**config.mk**
```make
export PLATFORM = sky130hd
export DESIGN_NAME = n64_joybus_rx
export DESIGN_NICKNAME = d
export VERILOG_FILES = /design/src/rtl/n64_joybus_rx.sv
export SDC_FILE = /design/constraint.sdc
export NUM_CORES = 1
export LEC_CHECK = 0
export BUFFER_PORTS_ARGS = -buffer_cell sky130_fd_sc_hd__buf_2
export CORE_AREA = 2 2 162 164
export DETAILED_ROUTE_END_ITERATION = 12
export DIE_AREA = 0 0 164 166
export PLACE_DENSITY = 0.86
export SYNTH_ARGS = -nofsm -noshare
export SYNTH_HDL_FRONTEND = slang
export SYNTH_SLANG_ARGS = --single-unit
```
**constraint.sdc**
```tcl
create_clock -name sys_clk -period 3.9 [get_ports sys_clk]
set_clock_uncertainty 0.05 [all_clocks]
set_input_delay 0.195 -clock sys_clk [delete_from_list [all_inputs] [get_ports sys_clk]]
set_output_delay 0.195 -clock sys_clk [all_outputs]
set_load 0.1 [all_outputs]
```
**src/rtl/n64_joybus_rx.sv**
```systemverilog
// n64_joybus_rx: Joybus (N64) line receiver with a programmable frame length.
// The line is pulse-width coded and sent MSB first. The low time of each pulse encodes one
// data bit: 1 us low is a '1' and 3 us low is a '0'. A 1 us or 2 us low pulse after the
// last data bit is the stop bit.
// Optional feature macro: N64_RX_GLITCH_FILTER_EN adds a 3-sample majority filter after the
// synchroniser. It adds 2 cycles of latency and removes 1-cycle line pulses.
// Handshake: start is a 1-cycle request that is taken only while busy is low. busy stays high
// from the cycle after the accepted start until the cycle in which done or err pulses. A start
// in that same cycle is taken as a new frame.
// The FSM state is held in the 'state' variable, which checkers can bind to.
module n64_joybus_rx #(
    parameter int CLK_MHZ      = 50,
    parameter int MAX_BITS     = 264,
    parameter int HIGH_TMO_US  = 8,
    parameter int START_TMO_US = 0
) (
    input  logic                          sys_clk,
    input  logic                          rst_n,
    input  logic                          start,
    input  logic [$clog2(MAX_BITS+1)-1:0] expected_bits,
    input  logic                          n64d,
    output logic                          busy,
    output logic [MAX_BITS-1:0]           data,
    output logic [$clog2(MAX_BITS+1)-1:0] bit_count,
    output logic                          done,
    output logic                          err,
    output logic [1:0]                    err_code
);

    localparam int Q         = CLK_MHZ;
    localparam int BW        = $clog2(MAX_BITS + 1);
    localparam int STUCK_LIM = 5 * Q;
    localparam int HIGH_LIM  = HIGH_TMO_US * Q;
    localparam int START_LIM = START_TMO_US * Q;
    localparam int MAX_A     = (STUCK_LIM > HIGH_LIM) ? STUCK_LIM : HIGH_LIM;
    localparam int MAX_LIM   = (MAX_A > START_LIM) ? MAX_A : START_LIM;
    localparam int CW        = $clog2(MAX_LIM + 2);

    // Low-time window bounds, each window is (lo, hi]
    localparam logic [CW-1:0] W1_LO   = CW'(Q / 2);
    localparam logic [CW-1:0] W1_HI   = CW'((3 * Q) / 2);
    localparam logic [CW-1:0] W2_HI   = CW'((5 * Q) / 2);
    localparam logic [CW-1:0] W3_HI   = CW'((7 * Q) / 2);
    localparam logic [CW-1:0] STUCK_C = CW'(STUCK_LIM);
    localparam logic [CW-1:0] HIGH_C  = CW'(HIGH_LIM);
    localparam logic [CW-1:0] START_C = CW'(START_LIM);
    localparam logic [CW-1:0] CNT_MAX = '1;
    localparam logic [BW-1:0] MAX_B   = BW'(MAX_BITS);
    localparam logic [BW-1:0] IDX_TOP = BW'(MAX_BITS - 1);

    typedef enum logic [1:0] {
        S_IDLE,
        S_WAIT_LOW,
        S_MEAS_LOW
    } state_t;

    typedef enum logic [1:0] {
        ERR_NONE,
        ERR_BAD_PULSE,
        ERR_TIMEOUT,
        ERR_LENGTH
    } err_t;

    state_t                state, state_n;
    err_t                  code_q, code_n;
    logic [CW-1:0]         lc_q, lc_n, lc_inc;
    logic [CW-1:0]         hc_q, hc_n, hc_inc;
    logic [BW-1:0]         bc_q, bc_n;
    logic [BW-1:0]         exp_q, exp_n;
    logic [MAX_BITS-1:0]   data_q, data_n;
    logic                  done_q, done_n;
    logic                  err_q, err_n;
    logic                  sync1, sync2;
    logic                  ln;
    logic                  in_w1, in_w2, in_w3;

    // Two-flop synchroniser; both flops idle high like the line
    always_ff @(posedge sys_clk) begin
        if (!rst_n) begin
            sync1 <= 1'b1;
            sync2 <= 1'b1;
        end else begin
            sync1 <= n64d;
            sync2 <= sync1;
        end
    end

`ifdef N64_RX_GLITCH_FILTER_EN
    logic flt_d1, flt_d2, flt_q;

    // Majority of three consecutive samples, so a single-cycle pulse never reaches the FSM
    always_ff @(posedge sys_clk) begin
        if (!rst_n) begin
            flt_d1 <= 1'b1;
            flt_d2 <= 1'b1;
            flt_q  <= 1'b1;
        end else begin
            flt_d1 <= sync2;
            flt_d2 <= flt_d1;
            flt_q  <= (sync2 & flt_d1) | (sync2 & flt_d2) | (flt_d1 & flt_d2);
        end
    end

    assign ln = flt_q;
`else
    assign ln = sync2;
`endif

    assign in_w1  = (lc_q > W1_LO) && (lc_q <= W1_HI);
    assign in_w2  = (lc_q > W1_HI) && (lc_q <= W2_HI);
    assign in_w3  = (lc_q > W2_HI) && (lc_q <= W3_HI);
    assign lc_inc = (lc_q == CNT_MAX) ? lc_q : lc_q + 1'b1;
    assign hc_inc = (hc_q == CNT_MAX) ? hc_q : hc_q + 1'b1;

    // Next-state, counters, bit capture and result pulses
    always_comb begin
        state_n = state;
        code_n  = code_q;
        lc_n    = lc_q;
        hc_n    = hc_q;
        bc_n    = bc_q;
        exp_n   = exp_q;
        data_n  = data_q;
        done_n  = 1'b0;
        err_n   = 1'b0;
        unique case (state)
            S_IDLE: begin
                if (start) begin
                    state_n = S_WAIT_LOW;
                    data_n  = '0;
                    bc_n    = '0;
                    code_n  = ERR_NONE;
                    lc_n    = '0;
                    hc_n    = '0;
                    exp_n   = (expected_bits > MAX_B) ? MAX_B : expected_bits;
                end
            end
            S_WAIT_LOW: begin
                if (!ln) begin
                    state_n = S_MEAS_LOW;
                    lc_n    = CW'(1);
                end else if ((bc_q != '0) && (hc_q > HIGH_C)) begin
                    state_n = S_IDLE;
                    err_n   = 1'b1;
                    code_n  = ERR_TIMEOUT;
                end else if ((bc_q == '0) && (START_TMO_US != 0) && (hc_q > START_C)) begin
                    state_n = S_IDLE;
                    err_n   = 1'b1;
                    code_n  = ERR_TIMEOUT;
                end else begin
                    hc_n = hc_inc;
                end
            end
            S_MEAS_LOW: begin
                if (!ln) begin
                    // lc_inc counts the current low sample, so the abort lands on sample 5Q+1
                    if (lc_inc > STUCK_C) begin
                        state_n = S_IDLE;
                        err_n   = 1'b1;
                        code_n  = ERR_TIMEOUT;
                    end else begin
                        lc_n = lc_inc;
                    end
                end else begin
                    hc_n = '0;
                    if ((in_w1 || in_w3) && (bc_q < exp_q)) begin
                        data_n[IDX_TOP - bc_q] = in_w1;
                        bc_n    = bc_q + 1'b1;
                        state_n = S_WAIT_LOW;
                    end else if ((in_w1 || in_w2) && (bc_q == exp_q)) begin
                        state_n = S_IDLE;
                        done_n  = 1'b1;
                    end else if (in_w2 || in_w3) begin
                        state_n = S_IDLE;
                        err_n   = 1'b1;
                        code_n  = ERR_LENGTH;
                    end else begin
                        state_n = S_IDLE;
                        err_n   = 1'b1;
                        code_n  = ERR_BAD_PULSE;
                    end
                end
            end
            default: begin
                state_n = S_IDLE;
            end
        endcase
    end

    // State and datapath registers
    always_ff @(posedge sys_clk) begin
        if (!rst_n) begin
            state  <= S_IDLE;
            code_q <= ERR_NONE;
            lc_q   <= '0;
            hc_q   <= '0;
            bc_q   <= '0;
            exp_q  <= '0;
            data_q <= '0;
            done_q <= 1'b0;
            err_q  <= 1'b0;
        end else begin
            state  <= state_n;
            code_q <= code_n;
            lc_q   <= lc_n;
            hc_q   <= hc_n;
            bc_q   <= bc_n;
            exp_q  <= exp_n;
            data_q <= data_n;
            done_q <= done_n;
            err_q  <= err_n;
        end
    end

    assign busy      = (state != S_IDLE);
    assign data      = data_q;
    assign bit_count = bc_q;
    assign done      = done_q;
    assign err       = err_q;
    assign err_code  = code_q;

endmodule

```
==> flow_summary.json, run 1 <==
{
  "run_status": "finished clean",
  "avgSynthCellArea_um2": 8.554,
  "finalSetupTns_ps": 0,
  "dr.pass1.iters": 6,
  "slowest_stage": "dfxtp_1",
  "finalCritPeriodShare_pct": 86.05,
  "syn2layout_area_growth_pct": 19.93,
  "critPathRequiredTime_ps": 4250,
  "whs_ps": 23.24,
  "finalNetCount": 1885,
  "p_switching_uw": 1732,
  "crit_buf_inv": 1,
  "crit_path_start_kind": "register",
  "ios": 291,
  "reg2reg_slack_ps": 540,
  "diodes": 0,
  "core_um2": 25620,
  "yosysWarnings": 0,
  "initial_core_util_pct": 54.13,
  "synth_edf_count": 0,
  "fp.dieW_um": 164,
  "final_area_um2": 16630,
  "setup_viol": 0,
  "drt_iter0_drc": 1366,
  "final_util_pct": 64.92,
  "io_buffers": 290,
  "rsz0062_at_grt": "no",
  "grt_pass1_vias": 12130,
  "drv_cap": 0,
  "vias": 12640,
  "cts_setup_buffers": 0,
  "holdPathEnd": "ln$_SDFF_PN1_",
  "synth_top_area_share_pct": 44.47,
  "synth_commonest_cells": "508 x nand2_1, 308 x dfxtp_1, 269 x mux2i_1",
  "drc": 0,
  "grt_max_degree": 267,
  "p_seq_share_pct": 46.2,
  "dieArea_um2": 27220,
  "path_class": "reg -> reg",
  "final.min_clock_period_ps": 3356,
  "gr-total-overflow": 0,
  "htree_levels": 1,
  "finalHoldViolations": 0,
  "ys_top_cells_by_area": "dfxtp_1 44%, mux2i_1 19%, nand2_1 14%",
  "die_h_um": 166,
  "syn-num-nets": 1658,
  "power.clock.fraction_pct": 45.9,
  "post_cts_resize_count": 0,
  "max_slew.worst_pin.slew_ps": 1253,
  "track_usage_pct": 30.14,
  "synthCells": 1621,
  "cts.reportedPaths.clkPinSlew_ps": 60,
  "grt_pass1_wl_um": 65760,
  "min_path_type": "in -> reg",
  "num_rows": 59,
  "p_leak_uw": 0.008336,
  "setup_ws_ps": 543.9,
  "worstPathMaxFanout": 46,
  "r2r-start": "bit_count[5]$_SDFFE_PN0P_",
  "ys_async_sr_fraction_pct": 0,
  "ys_seq_elements": 308,
  "min-delay-start": "rst_n",
  "hold-path-cell-count": 3,
  "dp_slack_ps": 617.3,
  "post_dp_cell_area_um2": 15460,
  "slew_headroom_pct": 16.45,
  "antenna_found_initial": 0,
  "reg2reg_depth": 9,
  "cp_top_family": "compound AO/OA/AOI/OAI gates",
  "cts.path.max_buffers": 3,
  "cts_buffers": 31,
  "wl_um": 42120,
  "cp_common_cell": "o21ai_0",
  "wire_per_inst_um": 19.08,
  "synth_flop_cell": "dfxtp_1",
  "clkSinkCount": 308,
  "synth_most_common_cell": "nand2_1",
  "dpl.hpwl_um": 28070,
  "via_per_inst": 5.726,
  "ys_types": 67,
  "reg2reg_to": "data[95]$_SDFFE_PN0P_",
  "ant_nets": 0,
  "maxSlewViolCount": 0,
  "drive_above_1_share_pct": 20.82,
  "combPwrFrac_pct": 7.9,
  "crit_chain": "ha_1 -> o21ai_0 -> o211ai_1 -> o21ai_0 -> nand4_1 -> o21ai_4 -> buf_4 -> nand3_1 -> mux2i_1",
  "peakVddDrop_v": 0.0003063,
  "clkLatencyLatePin_ps": 560,
  "syn_area_um2": 13870,
  "cp.arrival_ps": 3700,
  "slowest_delay_ps": 630,
  "internal_power_uw": 5166,
  "synth-seq-area-share_pct": 44.47,
  "gp_congestion": 0.9348,
  "switching_share_pct": 25.11,
  "power_density_nw_per_um2": 414.8,
  "fmax_mhz": 298.0,
  "cp-end-kind": "register",
  "cts_tree": "yes",
  "cts-root-buf": "clkbuf_16",
  "yosys.area.top_type": "dfxtp_1"
}
==> how the worst max path moves through the flow <==
stage                     cells after the start  slack, ps                      start                     end
after CTS                                     9        600  bit_count[5]$_SDFFE_PN0P_  data[122]$_SDFFE_PN0P_
after global routing                          9        390  bit_count[5]$_SDFFE_PN0P_  data[123]$_SDFFE_PN0P_
after floorplan                              11        420  bit_count[3]$_SDFFE_PN0P_  data[204]$_SDFFE_PN0P_
after detailed placement                      9        620  bit_count[5]$_SDFFE_PN0P_  data[122]$_SDFFE_PN0P_
after global placement                        9        820  bit_count[5]$_SDFFE_PN0P_  data[124]$_SDFFE_PN0P_
final                                         9        540  bit_count[5]$_SDFFE_PN0P_   data[95]$_SDFFE_PN0P_
==> repair_timing <==
action,in CTS,in global routing
hold buffers,8,0
endpoints found under the setup margin,0,0
hold endpoints to repair,10,0
==> kinds of logic (layout without fill, tap and decap cells) <==
| group | after synthesis | count (layout) | share of synthesized area (%) |
|---|---|---|---|
| AO/OA/AOI/OAI | 87 | 87 | 5.171 |
| XOR/XNOR | 15 | 15 | 0.9475 |
| adder cells (fa/ha/maj) | 24 | 24 | 2.166 |
| buffers and inverters | 153 | 405 | 4.485 |
| flip-flops | 308 | 308 | 44.47 |
| multiplexers | 269 | 269 | 19.42 |
| AND/OR/NAND/NOR | 765 | 765 | 23.34 |
==> metal layers <==
metal / vias to the layer above / part of all wire, % / track usage, %
li1: 5827 / - / -
met1: 6009 / 40 / 39.01
met2: 656 / 45 / 46.97
met3: 150 / 9.4 / 6.793
met4: 0 / 5.7 / 15.60
met5: - / 0 / 0
==> registers in the layout (all words and copies together), names as in the netlist, 2 cells and up <==
| name | flops |
|---|---|
| hc_q | 9 |
| bit_count | 9 |
| lc_q | 9 |
| err_code | 2 |
| state | 2 |
| exp_q | 9 |
| data | 264 |
==> power groups by stage <==
stage / Clock [uW] / Sequential, uW / Combinational, uW
3_3_place_gp: 0 / 3250 / 518
3_5_place_dp: 0 / 3260 / 528
4_1_cts: 3190 / 3190 / 536
5_1_grt: 3320 / 3190 / 588
2_1_floorplan: 0 / 3270 / 396
6_report: 3170 / 3190 / 544
==> placed cells by master, fill, tap and decap left out, types with 10 or more instances in the layout <==
| cell | instances |
|---|---|
| dfxtp_1 | 308 |
| nand2_1 | 507 |
| clkbuf_16 | 31 |
| xnor2_1 | 13 |
| a21oi_1 | 25 |
| nor3_1 | 14 |
| buf_4 | 14 |
| ha_1 | 24 |
| o21ai_0 | 11 |
| buf_2 | 290 |
| nor2_1 | 91 |
| nand4_1 | 10 |
| mux2i_1 | 269 |
| inv_1 | 30 |
| nand3_1 | 75 |
==> metrics by stage <==
step / power [uW] / instances
after floorplan: 3670 / 1621
after global placement: 3772 / 2142
after detailed placement: 3783 / 2142
after CTS: 6916 / 2208
after global routing: 7095 / 2208
final: 6898 / 2208
==> worst register-to-register path, delay by kind of cell (launching register included) <==
family	cells	cell delay (ps)
multiplexers	1	180
AO/OA/AOI/OAI	4	1060
adder cells (fa/ha/maj)	1	330
AND/OR/NAND/NOR	2	490
buffers and inverters	1	450
flip-flops	1	630
==> cell type report <==
class                      instances  area (um2)
clock buffer                      38       842.1
clock inverter                    20       245.2
fill                            2020        8986
inverter                          31       116.4
multi-input combinational       1160        7124
sequential                       308        6166
tap                              335       419.2
timing repair buffer             316        1717
No activity file was read; power rests on OpenSTA's default activity.
==> inputs of run 2 (changes only) <==
ABC_AREA = 1   (was default)
CORE_AREA = 2 2 169 171   (was 2 2 162 164)
DIE_AREA = 0 0 171 173   (was 0 0 164 166)
PLACE_DENSITY = 0.85   (was 0.86)
==> flow_summary.json, run 2 <==
{
  "crit_start": "lc_q[1]$_SDFFE_PN0P_",
  "ys_types": 35,
  "slowest_stage": "buf_12",
  "syn-num-nets": 2195,
  "cp.arrival_ps": 3710,
  "switching_share_pct": 27.60,
  "wl_um": 47690,
  "final.min_clock_period_ps": 3362,
  "critPathRequiredTime_ps": 4250,
  "power_density_nw_per_um2": 426.3,
  "combPwrFrac_pct": 12.5,
  "clkSinkCount": 308,
  "synth_top_area_share_pct": 40.69,
  "post_cts_resize_count": 0,
  "die_h_um": 173,
  "cts.reportedPaths.clkPinSlew_ps": 60,
  "setup_viol": 0,
  "p_switching_uw": 2099,
  "ys_top_cells_by_area": "dfxtp_1 41%, nor2_1 12%, o21bai_1 7.1%",
  "r2r-start": "lc_q[1]$_SDFFE_PN0P_",
  "fmax_mhz": 297.4,
  "fp.dieW_um": 171,
  "drv_cap": 0,
  "fillers": 2421,
  "power.clock.fraction_pct": 45.0,
  "ant_nets": 0,
  "dpl.hpwl_um": 30400,
  "final_common_cell": "nor2_1",
  "synth_most_common_cell": "nor2_1",
  "finalNetCount": 2398,
  "final_util_pct": 64.58,
  "syn2layout_area_growth_pct": 17.73,
  "p_seq_share_pct": 42.5,
  "diodes": 0,
  "worstPathMaxFanout": 182,
  "grt_pass1_wl_um": 74640,
  "cts_buffers": 34,
  "via_per_inst": 5.684,
  "drt_iter0_drc": 1863,
  "min_path_type": "in -> reg",
  "cp_common_cell": "nand2_1",
  "grt_max_degree": 183,
  "finalSetupTns_ps": 0,
  "htree_levels": 2,
  "peakVddDrop_v": 0.0003160,
  "antenna_found_initial": 0,
  "initial_core_util_pct": 54.85,
  "cts_tree": "yes",
  "synth_edf_count": 0,
  "p_leak_uw": 0.007510,
  "synth_commonest_cells": "466 x nor2_1, 308 x dfxtp_1, 264 x nand2_1",
  "slew_headroom_pct": 27.42,
  "clkLatencyLatePin_ps": 520,
  "grt_pass1_vias": 14550,
  "gp_congestion": 0.9407,
  "crit_path_start_kind": "register",
  "avgSynthCellArea_um2": 7.022,
  "drc": 0,
  "synth_flop_cell": "dfxtp_1",
  "cts-root-buf": "clkbuf_16",
  "wire_per_inst_um": 17.27,
  "num_rows": 61,
  "ios": 291,
  "cp-end-kind": "register",
  "cts.path.max_buffers": 3,
  "ys_async_sr_fraction_pct": 0,
  "ys_seq_elements": 308,
  "crit_chain": "inv_1 -> ha_1 -> o21ai_1 -> nand2_1 -> nand2_1 -> nand3_2 -> nand2_2 -> nand3_2 -> nand2_8 -> buf_12 -> nand3_1 -> nand2_1 -> nor2_1",
  "largest_reg_flops": 264,
  "min-delay-start": "start",
  "gr-total-overflow": 0,
  "finalHoldViolations": 0,
  "slowest_delay_ps": 570,
  "core_um2": 27630,
  "finalCritPeriodShare_pct": 86.21,
  "drive_above_1_share_pct": 16.44,
  "vias": 15700,
  "run_status": "finished clean",
  "internal_power_uw": 5507,
  "io_buffers": 290,
  "maxSlewViolCount": 0,
  "syn_area_um2": 15150,
  "max_slew.worst_pin.slew_ps": 1086,
  "synthCells": 2158,
  "yosysWarnings": 0,
  "dr.pass1.iters": 7,
  "dieArea_um2": 29580,
  "path_class": "reg -> reg",
  "layout_common_cells": "465 x nor2_1, 308 x dfxtp_1, 289 x buf_2",
  "yosys.area.top_type": "dfxtp_1",
  "track_usage_pct": 30.89,
  "rsz0062_at_grt": "no",
  "synth-seq-area-share_pct": 40.69
}
run 2: logic make-up after synthesis:
family                     count (synthesis)  share of synthesized area (%)
AOI/OAI and AO/OA                        484                          20.50
buffers and inverters                    378                          10.26
adders and majority gates                 24                          1.982
xor gates and xnor gates                   7                         0.4046
DFF                                      308                          40.69
and+or+nand+nor                          957                          26.16
run 2: power by group through the flow:
stage,logic [uW],registers (uW),clock network (uW)
after floorplan,758,3330,0
after global placement,893,3300,0
after detailed placement,917,3300,0
after CTS,932,3230,3450
after global routing,1050,3230,3570
final,954,3230,3420
run 2: final timing paths:
path	endpoint	slack [ps]	cells after the start
setup / recovery	data[217]$_SDFFE_PN0P_	540	13
hold / removal	exp_q[8]$_SDFFE_PN0P_	20	3
setup reg to reg	data[217]$_SDFFE_PN0P_	540	13
hold reg to reg	ln$_SDFF_PN1_	380	1
run 2: final cells by class:
cell class / count / area [um2] / area share, %
Clock buffer: 47 / 950.9 / 5.330
Clock inverter: 12 / 224.0 / 1.255
Inverter: 229 / 862.1 / 4.832
Multi-Input combinational cell: 1472 / 7455 / 41.78
Sequential cell: 308 / 6166 / 34.56
Tap cell: 378 / 473.0 / 2.651
Timing Repair Buffer: 316 / 1712 / 9.593
run 2: metal layers:
layer / global-route usage (%) / vias up / part of all wire, %
li1: - / 7436 / -
met1: 38.59 / 7275 / 40
met2: 48.89 / 826 / 45
met3: 7.462 / 161 / 9.9
met4: 16.88 / 0 / 4.8
met5: 0 / - / 0
run 2: per-stage QoR:
step,hold slack [ps],std cells,power (uW),worst slack [ps],area [um2]
after floorplan,251.6,2158,4083,861.9,15150
after global routing,50.72,2762,7858,285.6,17840
after detailed placement,341.3,2693,4216,663.7,16570
final,22.04,2762,7606,537.7,17840
after CTS,12.64,2762,7613,646.8,17840
after global placement,343.6,2693,4190,781.7,16570
run 2: what timing repair did:
action	CTS	global route
hold endpoints to repair	10	0
hold buffers	10	0
buffers inserted	0	0
run 2: worst max-delay path, delay by kind of cell (launching register included):
family,cells,cell delay (ps)
simple gates,9,1540
buf+inv,2,670
flops,1,470
fa+ha+maj,1,230
compound gates,1,170
